$ cat config.mk
export PLATFORM = sky130hd
export DESIGN_NAME = state_input_conditioner
export DESIGN_NICKNAME = d
export VERILOG_FILES = /design/src/rtl/state_input_conditioner.sv
export SDC_FILE = /design/constraint.sdc
export NUM_CORES = 1
export LEC_CHECK = 0
export BUFFER_PORTS_ARGS = -buffer_cell sky130_fd_sc_hd__buf_2
export CAP_MARGIN = 40
export CORE_AREA = 5 5 89 91
export DETAILED_ROUTE_END_ITERATION = 10
export DIE_AREA = 0 0 94 96
export GPL_TIMING_DRIVEN = 0
export PLACE_DENSITY = 0.6
export SYNTH_ARGS = -nofsm -noshare
export SYNTH_HDL_FRONTEND = slang
export SYNTH_SLANG_ARGS = --single-unit
$ cat constraint.sdc
create_clock -name clk -period 4.1 [get_ports clk]
set_input_delay 0.41 -clock clk [delete_from_list [all_inputs] [get_ports clk]]
set_output_delay 0.41 -clock clk [all_outputs]
set_load 0.05 [all_outputs]
$ cat src/rtl/state_input_conditioner.sv
// -----------------------------------------------------------------------------
// state_input_conditioner
//
// Front end for the 4-input state machine. Four raw, bouncy event lines are
// debounced, rising edges are detected and queued as pending events, and the
// events are replayed one at a time as one-hot pulses of HOLD_CYCLES cycles
// followed by GAP_CYCLES cycles of all-zero output.
//
// Build option:
//   STATE_COND_SYNC_EN  - when defined, each raw bit passes through a 2-flop
//                         synchronizer before its debouncer (adds 2 cycles of
//                         latency). Leave undefined only when raw_inputs is
//                         already synchronous to clk.
//
// Reset is synchronous and active-high (reset sampled on the rising edge).
// -----------------------------------------------------------------------------
module state_input_conditioner #(
  parameter int unsigned DEBOUNCE_CYCLES = 4,   // 1..255
  parameter int unsigned HOLD_CYCLES     = 10,  // 1..255
  parameter int unsigned GAP_CYCLES      = 2    // 0..255
) (
  input  logic       clk,
  input  logic       reset,
  input  logic [3:0] raw_inputs,
  output logic [3:0] state_inputs,
  output logic       busy,
  output logic       dropped
);

  localparam logic [7:0] DB_LAST   = 8'(DEBOUNCE_CYCLES - 1);
  localparam logic [7:0] HOLD_INIT = 8'(HOLD_CYCLES);
  localparam logic [7:0] GAP_INIT  = 8'(GAP_CYCLES);

  typedef enum logic [1:0] {
    ST_IDLE = 2'd0,
    ST_HOLD = 2'd1,
    ST_GAP  = 2'd2
  } state_e;

  // ---------------------------------------------------------------------------
  // Input synchronization
  // ---------------------------------------------------------------------------
  logic [3:0] synced;

`ifdef STATE_COND_SYNC_EN
  logic [3:0] sync1_q, sync1_d;
  logic [3:0] sync2_q, sync2_d;

  // Two-stage shift toward the clk domain.
  always_comb begin
    sync1_d = raw_inputs;
    sync2_d = sync1_q;
  end

  // Synchronizer flops, cleared by reset so no stale level survives it.
  always_ff @(posedge clk) begin
    // NOTE: sequential blocks use non-blocking (<=) so every flop samples the
    // pre-edge value of the others; blocking here would collapse the chain.
    if (reset) begin
      sync1_q <= '0;
      sync2_q <= '0;
    end else begin
      sync1_q <= sync1_d;
      sync2_q <= sync2_d;
    end
  end

  assign synced = sync2_q;
`else
  assign synced = raw_inputs;
`endif

  // ---------------------------------------------------------------------------
  // Debounce and rising-edge detection
  // ---------------------------------------------------------------------------
  logic [3:0] db_q, db_d;
  logic [3:0] db_prev_q, db_prev_d;
  logic [7:0] cnt_q [4];
  logic [7:0] cnt_d [4];
  logic [3:0] rise;

  // Per-channel debouncer: the level flips on the DEBOUNCE_CYCLES-th
  // consecutive differing sample; any agreeing sample restarts the count.
  always_comb begin
    // NOTE: every output of an always_comb gets a default first, so no path
    // leaves it unassigned and no latch is inferred.
    db_d      = db_q;
    db_prev_d = db_q;
    for (int i = 0; i < 4; i++) begin
      cnt_d[i] = cnt_q[i];
      if (synced[i] == db_q[i]) begin
        cnt_d[i] = 8'd0;
      end else if (cnt_q[i] == DB_LAST) begin
        db_d[i]  = synced[i];
        cnt_d[i] = 8'd0;
      end else begin
        cnt_d[i] = cnt_q[i] + 8'd1;
      end
    end
  end

  // Only rising edges of the debounced level are events.
  assign rise = db_q & ~db_prev_q;

  // ---------------------------------------------------------------------------
  // Pending events and loss detection
  // ---------------------------------------------------------------------------
  logic [3:0] pending_q, pending_d;
  logic       dropped_q, dropped_d;
  logic [3:0] grant_vec;

  // A grant clears its channel, a rise sets it (set wins on a collision), and
  // a rise onto an already-pending, ungranted channel is reported as lost.
  always_comb begin
    pending_d = (pending_q & ~grant_vec) | rise;
    dropped_d = |(rise & pending_q & ~grant_vec);
  end

  // ---------------------------------------------------------------------------
  // Presentation FSM
  // ---------------------------------------------------------------------------
  state_e     state_q, state_d;
  logic [7:0] hold_cnt_q, hold_cnt_d;
  logic [7:0] gap_cnt_q, gap_cnt_d;
  logic [3:0] code_q, code_d;
  logic       try_grant;

  // Next-state logic. The last GAP cycle behaves like IDLE so a queued event
  // can be granted on the edge that ends the gap; that keeps the zero run
  // between back-to-back pulses at exactly GAP_CYCLES (one IDLE cycle when
  // GAP_CYCLES is 0).
  always_comb begin
    state_d    = state_q;
    hold_cnt_d = hold_cnt_q;
    gap_cnt_d  = gap_cnt_q;
    code_d     = code_q;
    try_grant  = 1'b0;
    grant_vec  = '0;

    unique case (state_q)
      ST_IDLE: begin
        try_grant = 1'b1;
      end
      ST_HOLD: begin
        if (hold_cnt_q == 8'd1) begin
          code_d = '0;
          if (GAP_CYCLES == 0) begin
            state_d = ST_IDLE;
          end else begin
            state_d   = ST_GAP;
            gap_cnt_d = GAP_INIT;
          end
        end else begin
          hold_cnt_d = hold_cnt_q - 8'd1;
        end
      end
      ST_GAP: begin
        if (gap_cnt_q == 8'd1) begin
          try_grant = 1'b1;
        end else begin
          gap_cnt_d = gap_cnt_q - 8'd1;
        end
      end
      default: begin
        state_d = ST_IDLE;
        code_d  = '0;
      end
    endcase

    if (try_grant) begin
      state_d = ST_IDLE;
      code_d  = '0;
      // Scan high-to-low so the lowest pending index is the one that sticks.
      for (int i = 3; i >= 0; i--) begin
        if (pending_q[i]) begin
          grant_vec = 4'b0001 << i;
        end
      end
      if (grant_vec != 4'b0000) begin
        state_d    = ST_HOLD;
        code_d     = grant_vec;
        hold_cnt_d = HOLD_INIT;
      end
    end
  end

  // ---------------------------------------------------------------------------
  // Registered outputs
  // ---------------------------------------------------------------------------
  logic [3:0] state_inputs_q, state_inputs_d;
  logic       busy_q, busy_d;

  // Output decode from the next state, so the ports are plain flop outputs.
  always_comb begin
    state_inputs_d = (state_d == ST_HOLD) ? code_d : 4'b0000;
    busy_d         = (state_d != ST_IDLE) || (pending_d != 4'b0000);
  end

  // State register for debouncers, pending queue, FSM and outputs.
  always_ff @(posedge clk) begin
    if (reset) begin
      db_q           <= '0;
      db_prev_q      <= '0;
      // NOTE: the debounce counters are four small registers, not a RAM, so
      // clearing them in reset costs nothing and avoids X on first use.
      for (int i = 0; i < 4; i++) begin
        cnt_q[i] <= '0;
      end
      pending_q      <= '0;
      dropped_q      <= 1'b0;
      state_q        <= ST_IDLE;
      hold_cnt_q     <= '0;
      gap_cnt_q      <= '0;
      code_q         <= '0;
      state_inputs_q <= '0;
      busy_q         <= 1'b0;
    end else begin
      db_q           <= db_d;
      db_prev_q      <= db_prev_d;
      for (int i = 0; i < 4; i++) begin
        cnt_q[i] <= cnt_d[i];
      end
      pending_q      <= pending_d;
      dropped_q      <= dropped_d;
      state_q        <= state_d;
      hold_cnt_q     <= hold_cnt_d;
      gap_cnt_q      <= gap_cnt_d;
      code_q         <= code_d;
      state_inputs_q <= state_inputs_d;
      busy_q         <= busy_d;
    end
  end

  assign state_inputs = state_inputs_q;
  assign busy         = busy_q;
  assign dropped      = dropped_q;

endmodule

==> impl_results.md <==
* Layout cells sized above 1 at around a tenth
* Deepest clock path buffer count at 2
* Post-Syn Area at 3180 µm²
* Sw Ratio at between 20% and 30%
* Chip height at 96 µm
* Post-synth top area share at 45.4%
* Hold Crit Class: primary input to flip-flop
* Worst Skew at roughly 7.4 ps
* Sequential share of the synthesized area at a little under half
* Setup TNS at 0 ps
* RSZ-0062 raised after global routing: false
* Post-synth EDFFs at 0
* Yosys warns at 0
* Top cells by area, synth: dfxtp_1, nor2_1, xor2_1
* Area used by multi-input combinational logic at roughly 1700 µm²
* # IOs at 12
* Nets at 386
* Area grow syn2layout at 13.5%
* Clock slew at reported path FFs at 80 ps
* Ys flop type: dfxtp_1
* 1st-iter DRT viols at 147
* CTS tree: yes
* Status: finished, final reports clean
* Final worst path period need at 2020 ps
* Register bit count reported by yosys at 72
* Max-cap violations at 0
* WP data required at 4380 ps
* Vias in the first global route at 2301
* Seq pwr share at 48.8%
* WS Path Type: flip-flop to flip-flop
* Max VDD drop at 0.000182 V
* Clk_lat worst skew at approximately 350 ps
* CTS Hold Buffers Added at 0
* DRT Wirelength at 6.14 mm
* Net Sw Power at 301 µW
* DR WL/cell at 12.9 µm
* RePlAce Congestion at 0.820
* Final Hold Fails at 0
* Static Leak at 0.00134 µW
* Seq. cell area at 1440 µm²
* Pwr Density at 405 nW/µm²
* Max-slew headroom at 54.0%
* Crit end category: flip-flop
* Count leader, synth: dfxtp_1
* Area of the core at 7060 µm²
* Fin. max-slew vios at 0
* DRC viols at 0
* Root buffer cell: clkbuf_8
* Row count at 31
* Buffers added on ports at 10
* Drt via density at 5.05
* Slew of the pin with the lowest slew margin at 684 ps
* Vias at 2402
* GR Layer Usage met1 at 19.2%
* Detailed placer's ending HPWL at 4.40 mm
* Max Fanout on Critical Path at 10
* Initial core utilization at 45.0%
* CTS Sinks at 72
* Final setup viols at 0
* Syn Nets at 365
* Comb power frac at 3.2%
* Synthesized netlist cell count at 351
* Die width at 94 µm
* Clock power share at 48.0%
* Data arrival time of the worst path at 2300 ps
* ANT nets after route at 0
* GRT Residual Overflow at 0
* Layout fillers at 680
* Utilization after layout at 51.1%
* GRT Util Overall at between 15 and 20%
* Achievable Freq at 496 MHz
* H-tree depth at 3
* Most Crowded Layer GR: met2
* Worst hold slack at around 340 ps
* Pin count of the biggest net entering global routing at 13
* Startpoint types: flip-flop
* Antenna cells at 0
* DRT Pass-1 Iters at 4
* Total CTS buffers at 9
* Asr flop ratio synth at 0%
* Antenna violations before repair at 0
* Distinct cell type count after synthesis at between 50 and 60
* Post-CTS Repair Setup Buffers at 0
* Most frequent cells after synthesis: dfxtp_1, nor2_1, nand2_1
* M2 GR Usage at about a quarter
* Mean Syn Cell Area at 9.05 µm²
* Full die area at 9020 µm²
* Internal power at 1160 µW
* M3 GR Usage at under 10%
* First-pass GRT wire length at 10.6 mm
* Post_cts resized at 0
* Synth area leader: dfxtp_1
* Final period utilization at roughly 49%
==> worst paths after layout <==
kind | startpoint | endpoint | slack [ps] | depth (start not counted)
setup / recovery | gap_cnt_q[1] | gap_cnt_q[4] | 2080 | 7
hold / removal | raw_inputs[1] | db_prev_d[1] | 340 | 3
setup reg to reg | gap_cnt_q[1] | gap_cnt_q[4] | 2080 | 7
hold reg to reg | cnt_q[1][0] | cnt_q[1][0] | 450 | 1
==> layer usage <==
layer  wire length (µm)  part of all wire [%]
met5                  0                     0
met4                116                   1.9
met3                170                   2.8
met2               2810                    46
met1               3040                    50
==> cell usage in the layout (no fill, tap or decap), types with 3 or more instances in the layout <==
cell type and n:
dfxtp_1 72, nor2_1 49, nand2_1 27, nand3_1 25, xor2_1 18, xnor2_1 16, a21oi_1 15, buf_2 12
and3_1 12, clkbuf_8 11, inv_1 8, nand2b_1 8, nor3_1 8, ha_1 8, nor2b_1 7, a211oi_1 6
o21ai_1 6, clkbuf_1 5, mux2i_1 4, or3_1 4, nor4b_1 4, and2_1 3, o21ai_0 3, o22ai_1 3
bufinv_16 3
==> area by class of cell <==
cell class / instances / share of cell area, %
multi-input combinational: 263 / 46.4
sequential: 72 / 40.0
clock buffer: 11 / 4.20
tap: 99 / 3.44
clock inverter: 5 / 2.85
timing repair buffer: 10 / 1.39
buffer: 8 / 0.902
inverter: 8 / 0.833
==> sequential cells by signal, indices dropped and copies added, names as in the netlist <==
| signal | flops |
|---|---|
| hold_cnt_q | 8 |
| gap_cnt_q | 8 |
| state_q | 2 |
| dropped | 1 |
| db_prev_d | 4 |
| state_inputs | 4 |
| db_prev_q | 4 |
| code_q | 4 |
| cnt_q | 32 |
| busy | 1 |
| pending_q | 4 |
==> logic make-up (layout without fill, tap and decap cells) <==
| group | after synthesis | count (layout) | synth area share, % |
|---|---|---|---|
| xor gates and xnor gates | 34 | 34 | 9.37 |
| adders and majority gates | 8 | 8 | 3.15 |
| DFF | 72 | 72 | 45.4 |
| AOI/OAI and AO/OA | 52 | 52 | 11.2 |
| buffers and inverters | 16 | 42 | 1.97 |
| and+or+nand+nor | 165 | 165 | 27.7 |
| muxes | 4 | 4 | 1.26 |
==> power groups by stage <==
stage / Combinational, µW / Clock [µW] / Sequential [µW]
6_report: 46.1 / 701 / 713
5_1_grt: 52.4 / 750 / 713
4_1_cts: 46.7 / 718 / 712
3_5_place_dp: 46.3 / 0 / 729
3_3_place_gp: 45.8 / 0 / 729
2_1_floorplan: 32.0 / 0 / 728
==> per-stage QoR <==
step                      power, µW  worst slack (ps)  instance area, µm²  std cells
final                          1460              2080                3610        476
after CTS                      1480              2080                3610        476
after global routing           1520              1850                3610        476
after global placement          774              2110                3350        460
after detailed placement        775              2100                3350        460
after floorplan                 760              2260                3180        351
==> critical path, cell delays in order, from the launching register on <==
cell and delay (ps):
dfxtp_1 370, inv_1 90, ha_1 190, nor3b_1 160, a211o_1 330, buf_2 190
a2111oi_2 410, mux2i_1 210
No activity file was read; power rests on OpenSTA's default activity.
